<file path="src/rtl/gcm_pkg.sv">
// Shared definitions for the GCM packet merge/realign stages: word geometry,
// payload window bounds and the per-packet word phase.
package gcm_pkg;

  localparam int unsigned GCM_W_WORD = 289;
  localparam int unsigned GCM_W_BLK  = 128;
  localparam int unsigned GCM_W_RES  = 16;

  // Residue sits at the top of the word; the 112-bit block body sits below it.
  localparam int unsigned GCM_RES_HI = 288;
  localparam int unsigned GCM_RES_LO = 273;
  localparam int unsigned GCM_WIN_HI = 272;
  localparam int unsigned GCM_WIN_LO = 161;

  localparam logic [4:0] GCM_BYTES_FULL = 5'd16;
  localparam logic [4:0] GCM_BYTES_RES  = 5'd2;

  typedef enum logic [1:0] {
    FIRST,
    SECOND,
    INNER,
    FLUSH
  } gcm_phase_e;

endpackage

</file>
<file path="src/rtl/payload_realigner_blk_out_reg.sv">
// Single-entry valid/ready output register; a pop and a load in the same
// cycle keep the entry occupied with the new block.
module blk_out_reg #(
  parameter int unsigned W_BLK = 128
) (
  input  logic             clk,
  input  logic             rst_n,
  input  logic             i_load,
  input  logic [W_BLK-1:0] i_data,
  input  logic             i_last,
  input  logic [4:0]       i_bytes,
  input  logic             i_ready,
  output logic             o_free,
  output logic             o_valid,
  output logic [W_BLK-1:0] o_data,
  output logic             o_last,
  output logic [4:0]       o_bytes
);

  logic             r_valid;
  logic [W_BLK-1:0] r_data;
  logic             r_last;
  logic [4:0]       r_bytes;

  always_ff @(posedge clk) begin
    if (!rst_n) begin
      r_valid <= 1'b0;
      r_data  <= '0;
      r_last  <= 1'b0;
      r_bytes <= '0;
    end else if (i_load) begin
      r_valid <= 1'b1;
      r_data  <= i_data;
      r_last  <= i_last;
      r_bytes <= i_bytes;
    end else if (i_ready) begin
      r_valid <= 1'b0;
    end
  end

  assign o_free  = !r_valid || i_ready;
  assign o_valid = r_valid;
  assign o_data  = r_data;
  assign o_last  = r_last;
  assign o_bytes = r_bytes;

endmodule

</file>
<file path="src/rtl/payload_realigner.sv">
// Splits the 289-bit packet word stream into header words and 128-bit-aligned
// payload blocks for the GCM decrypt/authenticate core.
module payload_realigner #(
  parameter int unsigned W_WORD = 289,
  parameter int unsigned W_BLK  = 128,
  parameter int unsigned W_RES  = 16
) (
  input  logic              clk,
  input  logic              rst_n,
  input  logic [W_WORD-1:0] i_text,
  input  logic              i_valid,
  input  logic              i_last,
  output logic              o_in_ready,
  output logic [W_WORD-1:0] o_hdr,
  output logic              o_hdr_valid,
  output logic [W_BLK-1:0]  o_block,
  output logic              o_block_valid,
  output logic              o_block_last,
  output logic [4:0]        o_block_bytes,
  input  logic              i_block_ready
);
  import gcm_pkg::*;

  gcm_phase_e        r_state;
  gcm_phase_e        w_next_state;
  logic [W_RES-1:0]  r_res;
  logic [W_WORD-1:0] r_hdr;
  logic              r_hdr_valid;

  logic              w_free;
  logic              w_accept;
  logic              w_load;
  logic [W_BLK-1:0]  w_blk_data;
  logic              w_blk_last;
  logic [4:0]        w_blk_bytes;

  assign o_in_ready = (r_state != FLUSH) && w_free;
  assign w_accept   = i_valid && o_in_ready;

  always_ff @(posedge clk) begin
    if (!rst_n) begin
      r_state <= FIRST;
    end else begin
      r_state <= w_next_state;
    end
  end

  always_comb begin
    w_next_state = r_state;
    w_load       = 1'b0;
    w_blk_data   = '0;
    w_blk_last   = 1'b0;
    w_blk_bytes  = '0;
    case (r_state)
      FIRST: begin
        if (w_accept) begin
          w_next_state = i_last ? FIRST : SECOND;
        end
      end
      SECOND: begin
        if (w_accept) begin
          w_next_state = i_last ? FLUSH : INNER;
        end
      end
      INNER: begin
        if (w_accept) begin
          w_load       = 1'b1;
          w_blk_data   = {i_text[GCM_WIN_HI:GCM_WIN_LO], r_res};
          w_blk_bytes  = GCM_BYTES_FULL;
          w_next_state = i_last ? FLUSH : INNER;
        end
      end
      FLUSH: begin
        if (w_free) begin
          w_load       = 1'b1;
          w_blk_data   = {{(W_BLK-W_RES){1'b0}}, r_res};
          w_blk_last   = 1'b1;
          w_blk_bytes  = GCM_BYTES_RES;
          w_next_state = FIRST;
        end
      end
      default: w_next_state = FIRST;
    endcase
  end

  // Residue tracks every accepted word; only SECOND/INNER loads are ever consumed.
  always_ff @(posedge clk) begin
    if (!rst_n) begin
      r_res       <= '0;
      r_hdr       <= '0;
      r_hdr_valid <= 1'b0;
    end else begin
      r_hdr_valid <= 1'b0;
      if (w_accept) begin
        r_res <= i_text[GCM_RES_HI:GCM_RES_LO];
        if (r_state == FIRST) begin
          r_hdr       <= i_text;
          r_hdr_valid <= 1'b1;
        end else if (r_state == SECOND) begin
          r_hdr       <= {{W_RES{1'b0}}, i_text[GCM_WIN_HI:0]};
          r_hdr_valid <= 1'b1;
        end
      end
    end
  end

  assign o_hdr       = r_hdr;
  assign o_hdr_valid = r_hdr_valid;

  blk_out_reg #(
    .W_BLK(W_BLK)
  ) u_blk_out (
    .clk     (clk),
    .rst_n   (rst_n),
    .i_load  (w_load),
    .i_data  (w_blk_data),
    .i_last  (w_blk_last),
    .i_bytes (w_blk_bytes),
    .i_ready (i_block_ready),
    .o_free  (w_free),
    .o_valid (o_block_valid),
    .o_data  (o_block),
    .o_last  (o_block_last),
    .o_bytes (o_block_bytes)
  );

endmodule

</file>
<file path="config.mk">
export PLATFORM = sky130hd
export DESIGN_NAME = payload_realigner
export DESIGN_NICKNAME = d
export VERILOG_FILES = /design/src/rtl/gcm_pkg.sv /design/src/rtl/payload_realigner_blk_out_reg.sv /design/src/rtl/payload_realigner.sv
export SDC_FILE = /design/constraint.sdc
export NUM_CORES = 1
export LEC_CHECK = 0
export CAP_MARGIN = 20
export CORE_AREA = 2 2 284 286
export CTS_BUF_LIST = sky130_fd_sc_hd__clkbuf_16
export DETAILED_ROUTE_END_ITERATION = 16
export DIE_AREA = 0 0 286 288
export GPL_TIMING_DRIVEN = 0
export PLACE_DENSITY_LB_ADDON = 0.2
export SLEW_MARGIN = 25
export SYNTH_ARGS = -nofsm -noshare
export SYNTH_HDL_FRONTEND = slang
export SYNTH_SLANG_ARGS = --single-unit
</file>
<file path="constraint.sdc">
create_clock -name clk -period 2.1 [get_ports clk]
set_input_delay 0.42 -clock clk [delete_from_list [all_inputs] [get_ports clk]]
set_output_delay 0.42 -clock clk [all_outputs]
set_load 0.05 [all_outputs]
</file>
==> run_results.csv, run 1 <==
group,metric,value,unit
synth,synth_top_area_frac,0.570,
pwr,p_sw_frac,0.361,
clock_network,ctsHoldBuffers,0,
timing,slew_headroom,0.422,
timing,setup_viol,0,
die,design.portCount,720,
cells_and_area,area_growth,63.4,%
timing,skew,11.2,ps
synth,synthTopCellsByArea,"dfxtp_1 (57%), nand2_1 (14%), a21boi_0 (14%)",
placement,io_buffers,715,
clock_network,clock_latency,580,ps
setup_path,critPathKind,"reg -> reg",
die,dieArea,82400,µm²
grt,antenna_found_initial,6,
placement,pre_cts_slack,-1520,ps
synth,yosys.cell_types.count,29,
clock_network,clockBufferDepth,3,
pwr,p_sw,0.00917,W
clock_network,htree_levels,2,
drt,ant_nets,0,
die,rows,104,
setup_path,crit_required,2570,ps
drt,drt_iter0_markers,449,
cells_and_area,final_util,0.317,
cells_and_area,multi_input_area,6100,µm²
cells_and_area,layout_common_cells,"nand2_1 (584), dfxtp_1 (438), dlygate4sd2_1 (421), clkdlybuf4s50_1 (292), a21boi_0 (280)",
timing,final-max-slew-violation-count,0,
drt,dr.pass1.iters,4,
synth,netlist_instances,1649,
placement,place_congestion,0.866,
hold_path,hold_path.class,"in -> reg",
timing,worst_slack,91.1,ps
synth,ys_seq_elements,440,
synth,netlist_area,15500,µm²
pwr,peakVddDrop,0.000591,V
pwr,p_leak,11.5,nW
synth,synth-compound-area-share,0.219,
synth,synthAdderAreaFrac,0.00486,
clock_network,clk_transition_reported_paths,60,ps
clock_network,cts_root_buffer,"clkbuf_16",
grt,grt_pass1_wl,96100,µm
pwr,power.density,1010,nW/µm²
synth,syn_avg_cell_area,9.37,µm²
synth,yosys.area.top_type,"dfxtp_1",
timing,hold_viol,0,
run,cap_viol_max_count,0,
die,initial_core_util,0.194,
synth,synth-simple-area-share,0.156,
cells_and_area,drive_gt1_frac,0.0721,
timing,tns,0,ps
setup_path,worstPathArrival,2480,ps
clock_network,cts_made_buffers,52,
pwr,internal_power,0.0162,W
pwr,power.share.clock,0.336,
timing,tightest_slew,867,ps
drt,vias,14378,
timing,grt_setup_unrepaired,"no",
cells_and_area,seq_area,8810,µm²
synth,synth_xor_area_frac,0,
drt,via_per_inst,4.09,
setup_path,path_max_fanout,10,
setup_path,end_kind,"flop",
grt,grt_max_degree,20,
clock_network,cts_tree,"yes",
grt,grt_pass1_vias,14947,
pwr,power_frac_comb,0.288,
setup_path,r2r_setup_slack,90,ps
placement,hpwlAfterDp,51900,µm
timing,fin_crit_sh,0.957,
setup_path,critPathLaunchType,"flop",
pwr,p_seq_frac,0.377,
die,die_width,286,µm
synth,yosys_warnings,0,
synth,synth_mux_area_frac,0.0104,
grt,grtUsageTotal,0.154,
timing,max_freq,0.498,GHz
synth,ys_seq_area_frac,0.570,
die,fp.coreArea,79600,µm²
outcome,status,"finished, final reports clean",
cells_and_area,nFillCells,8456,
drt,wl,66000,µm
die,die_y,288,µm
cells_and_area,finalNetCount,2716,
synth,synth_top_family_by_area,"compound AO/OA/AOI/OAI gates",
drt,wl_per_cell,18.8,µm
cells_and_area,layout_commonest_cell,"nand2_1",
drt,drc,0,
clock_network,cts.sinks,440,
pwr,total_power,0.0254,W
timing,finalCriticalPeriod,2010,ps
grt,overflow,0,
per-layer routing:
metal,routed length [µm],GRT usage,vias up,part of all wire
met2,33400,0.279,499,0.51
met4,2040,0.0513,4,0.031
met3,5420,0.0520,109,0.082
met5,28,0,-,0.00042
li1,-,-,7043,-
met1,25100,0.166,6723,0.38
metrics by stage:
| stage | cell area (µm²) | hold WS [ps] | cells |
|---|---|---|---|
| 3_3_place_gp | 23900 | 443 | 3426 |
| 4_1_cts | 25200 | 355 | 3515 |
| 5_1_grt | 25300 | 371 | 3516 |
| 6_report | 25300 | 401 | 3517 |
| 2_1_floorplan | 15500 | 443 | 1651 |
| 3_5_place_dp | 23900 | 448 | 3426 |
cell families (layout without fill, tap and decap cells):
| family | count (synthesis) | count (layout) |
|---|---|---|
| multiplexers | 16 | 16 |
| buffers and inverters | 136 | 940 |
| other | 1 | 5 |
| adder cells (fa/ha/maj) | 6 | 6 |
| AND/OR/NAND/NOR | 621 | 621 |
| AO/OA/AOI/OAI | 429 | 429 |
| flip-flops | 440 | 440 |
final timing paths:
kind                                 from                      end  cells past startpoint
setup reg to reg  r_state[0]$_SDFFE_PN0P_  o_hdr[275]$_SDFFE_PN0P_                      8
hold / removal                i_text[134]  o_hdr[134]$_SDFFE_PN0P_                      3
setup / recovery  r_state[0]$_SDFFE_PN0P_  o_hdr[275]$_SDFFE_PN0P_                      8
hold reg to reg   o_hdr[269]$_SDFFE_PN0P_  o_hdr[269]$_SDFFE_PN0P_                      2
state kept, by name, summed over array words and instances, names as in the netlist:
signal,count
o_hdr,289
o_hdr_valid,1
r_res,16
r_state,2
u_blk_out.o_bytes,2
u_blk_out.o_data,128
u_blk_out.o_last,1
u_blk_out.o_valid,1
worst max-delay path, stage by stage (launching register included):
cell and delay [ps]:
dfxtp_2 350, inv_1 130, ha_2 220, nor2_2 60, or3_4 390, and2_1 170
buf_2 180, buf_6 160, a22o_1 220
Yosys cell counts:
master	instances
nand2_1	584
dfxtp_1	440
a21boi_0	280
a22o_1	128
buf_2	61
clkbuf_1	54
nor2b_1	18
mux2i_1	16
buf_1	13
a21boi_1	12
ha_1	6
and2_1	5
buf_4	4
nor2_1	4
a21oi_1	3
inv_1	3
nor3_1	3
nand2b_1	2
nand3_1	2
o221ai_1	2
buf_6	1
conb_1	1
nand2b_4	1
o211ai_1	1
o21a_1	1
o221a_2	1
o311a_1	1
or2_2	1
or3_1	1
power groups by stage:
stage          combinational, W  clock [W]  sequential, W
2_1_floorplan           0.00186          0         0.0124
5_1_grt                 0.00781    0.00916        0.00967
3_3_place_gp            0.00769          0        0.00974
6_report                0.00731    0.00853        0.00958
3_5_place_dp            0.00773          0        0.00977
4_1_cts                 0.00738    0.00880        0.00958
cell type report:
class	instances	share of cell area
Sequential cell	440	0.349
Timing Repair Buffer	716	0.263
Multi-Input combinational cell	1075	0.242
Clock buffer	53	0.0525
Tap cell	1060	0.0525
Buffer	128	0.0304
Clock inverter	40	0.0103
Inverter	3	0.000446
Antenna cell	2	0.000198
timing repair:
item	4_1_cts	5_1_grt
gates cloned	0	0
pin swaps	1	0
setup buffers	1	0
gates resized for setup	499	30
setup endpoints to repair	845	266
Power figures use the tool's default switching activity.
==> inputs of run 2 (changes only) <==
--- a/config.mk
+++ b/config.mk
@@ -6,13 +6,14 @@
 export NUM_CORES = 1
 export LEC_CHECK = 0
 export CAP_MARGIN = 20
-export CORE_AREA = 2 2 284 286
+export CORE_AREA = 2 2 278 280
 export CTS_BUF_LIST = sky130_fd_sc_hd__clkbuf_16
 export DETAILED_ROUTE_END_ITERATION = 16
-export DIE_AREA = 0 0 286 288
+export DIE_AREA = 0 0 280 282
 export GPL_TIMING_DRIVEN = 0
 export PLACE_DENSITY_LB_ADDON = 0.2
 export SLEW_MARGIN = 25
 export SYNTH_ARGS = -nofsm -noshare
 export SYNTH_HDL_FRONTEND = slang
+export SYNTH_HIERARCHICAL = 1
 export SYNTH_SLANG_ARGS = --single-unit
==> run_results.csv, run 2 <==
group,metric,value,unit
cells_and_area,layout_common_cells,"dfxtp_1 (443), dlygate4sd2_1 (425), a21oi_1 (306), clkdlybuf4s50_1 (293), o21ai_0 (289)",
cells_and_area,design_area,27500,µm²
drt,ant_nets,0,
placement,dp.cells,3694,
placement,pre_cts_slack,-1290,ps
cells_and_area,layout_commonest_cell,"dfxtp_1",
synth,synth_enable_flop_cells,0,
clock_network,clk_transition_reported_paths,60,ps
placement,placed_area,26100,µm²
synth,ys_seq_area_frac,0.501,
setup_path,r2r_setup_slack,120,ps
synth,yosysMostFrequentCell,"dfxtp_1",
die,initial_core_util,0.234,
pwr,p_leak,11.6,nW
synth,yosys.area.top_type,"dfxtp_1",
drt,drt_iter0_markers,1094,
drt,dr.pass1.iters,5,
clock_network,clock_latency,580,ps
outcome,status,"finished, final reports clean",
synth,yosys.cell_types.count,30,
clock_network,cts_root_buffer,"clkbuf_16",
setup_path,crit_chain,"dlygate4sd2_1",
grt,antenna_found_initial,17,
timing,skew,15.2,ps
cells_and_area,largest_reg_flops,289,
clock_network,cts_made_buffers,52,
setup_path,reg2regPathDepth,8,
synth,netlist_area,17700,µm²
pwr,power.density,930,nW/µm²
setup_path,end_kind,"output pin",
setup_path,path_delay_family,"buffers and inverters",
synth,synth_top_area_frac,0.501,
drt,wl,84600,µm
timing,tns,0,ps
synth,yosys_warnings,6,
drt,wl_per_cell,22.3,µm
drt,drc,0,
die,die_y,282,µm
pwr,peakVddDrop,0.000545,V
hold_path,hold_path.class,"in -> reg",
cells_and_area,finalNetCount,3069,
hold_path,holdPathEnd,"o_hdr[43]$_SDFFE_PN0P_",
setup_path,critPathKind,"reg -> out",
cells_and_area,final_cell_count_no_fill,3799,
timing,hold_viol,0,
clock_network,htree_levels,2,
timing,setup_viol,0,
clock_network,cts_tree,"yes",
setup_path,r2r_end,"u_blk_out/o_data[22]$_SDFFE_PN0P_",
timing,tightest_slew,719,ps
setup_path,critPathMaxStageDelay,670,ps
placement,io_buffers,719,
synth,ys.flop_type,"dfxtp_1",
grt,overflow,0,
clock_network,ctsHoldBuffers,0,
clock_network,clockBufferDepth,3,
timing,fin_crit_sh,0.967,
timing,finalCriticalPeriod,2030,ps
die,rows,101,
cells_and_area,drive_gt1_frac,0.0854,
die,fp.coreArea,75700,µm²
synth,synthTopCellsByArea,"dfxtp_1 (50%), a21oi_1 (8.7%), o21ai_0 (8.2%)",
timing,final-max-slew-violation-count,0,
hold_path,min-delay-start,"i_text[43]",
setup_path,slowest_stage,"dlygate4sd2_1",
cells_and_area,area_growth,55.3,%
die,dieArea,79000,µm²
grt,grt_pass1_wl,119000,µm
setup_path,worstPathArrival,1610,ps
drt,vias,18037,
setup_path,path_max_fanout,2,
setup_path,timing.rr.start,"r_state[0]$_SDFFE_PN0P_",
grt,grtUsageTotal,0.202,
setup_path,critPathLaunchType,"flop",
timing,worst_slack,69.1,ps
hold_path,hold_depth,3,
grt,grt_max_degree,20,
placement,hpwlAfterDp,65400,µm
timing,max_freq,0.492,GHz
die,design.portCount,720,
placement,place_congestion,0.925,
synth,async_reset_ff_frac,0,
synth,syn_avg_cell_area,8.88,µm²
synth,synth_common_cells,"dfxtp_1 (443), a21oi_1 (307), o21ai_0 (289)",
setup_path,crit_required,1680,ps
grt,grt_pass1_vias,17871,
die,die_width,280,µm
setup_path,crit_buf_inv,1,
drt,via_per_inst,4.75,
synth,netlist_instances,1995,
clock_network,cts.sinks,443,
synth,ys_seq_elements,443,
timing,slew_headroom,0.521,
run,cap_viol_max_count,0,
[run 2: final cells by class]
type	count	area [µm²]
flip-flops and latches	443	8870
well taps	978	1220
diodes	10	25.0
multi-input cells	1342	7780
clock inverters	43	403
plain buffers	206	1210
fillers	7861	48200
repair buffers	721	6670
clock buffers	52	1300
inverters	4	15.0
[run 2: worst max path at each step]
stage | from | to | slack (ps) | cells past startpoint
floorplan | u_blk_out/o_valid$_SDFFE_PN0P_ | u_blk_out/o_data[100]$_SDFFE_PN0P_ | 20 | 8
global placement | i_block_ready | u_blk_out/o_data[94]$_SDFFE_PN0P_ | -1240 | 9
detailed placement | i_block_ready | u_blk_out/o_data[108]$_SDFFE_PN0P_ | -1290 | 9
CTS | r_state[1]$_SDFFE_PN0P_ | u_blk_out/o_data[81]$_SDFFE_PN0P_ | -60 | 9
global route | r_state[0]$_SDFFE_PN0P_ | u_blk_out/o_data[84]$_SDFFE_PN0P_ | -0.2 | 10
finish | u_blk_out/o_data[122]$_SDFFE_PN0P_ | o_block[122] | 70 | 1
[run 2: metrics by stage]
step	hold WS (ps)	total power (W)	utilization
floorplan	432	0.0138	-
global placement	441	0.0168	0.345
detailed placement	443	0.0169	0.345
CTS	339	0.0258	0.361
global route	363	0.0266	0.363
finish	396	0.0256	0.363
[run 2: per-layer routing]
metal	track usage	vias to the layer above	part of all wire
li1	-	8466	-
met1	0.237	8660	0.40
met2	0.339	716	0.48
met3	0.0590	181	0.076
met4	0.0932	14	0.043
met5	0	-	0.0011
[run 2: power breakdown]
part           leakage [nW]  internal (W)  total [W]  switching [W]
clock                 0.876       0.00545    0.00919        0.00374
sequential             3.62       0.00903    0.00934       0.000312
combinational          7.13       0.00213    0.00705        0.00491
[run 2: worst register-to-register path: cells and delay by family, from the launching register on]
family                   cells  cell delay (ps)
buffers and inverters        2              480
flip-flops                   1              350
adder cells (fa/ha/maj)      1              220
multiplexers                 1               90
AND/OR/NAND/NOR              4              770
[run 2: cells by family after synthesis]
family	share of synthesized area
and+or+nand+nor	0.185
other	0.000212
muxes	0.0764
buffers and inverters	0.0630
adders and majority gates	0.00353
AOI/OAI and AO/OA	0.171
DFF	0.501
[run 2: timing repair]
action                     CTS  global route
setup endpoints to repair  772           329
pin swaps                    0             0
setup buffers                1             0
gates cloned                 0             1
gates resized for setup    452            60
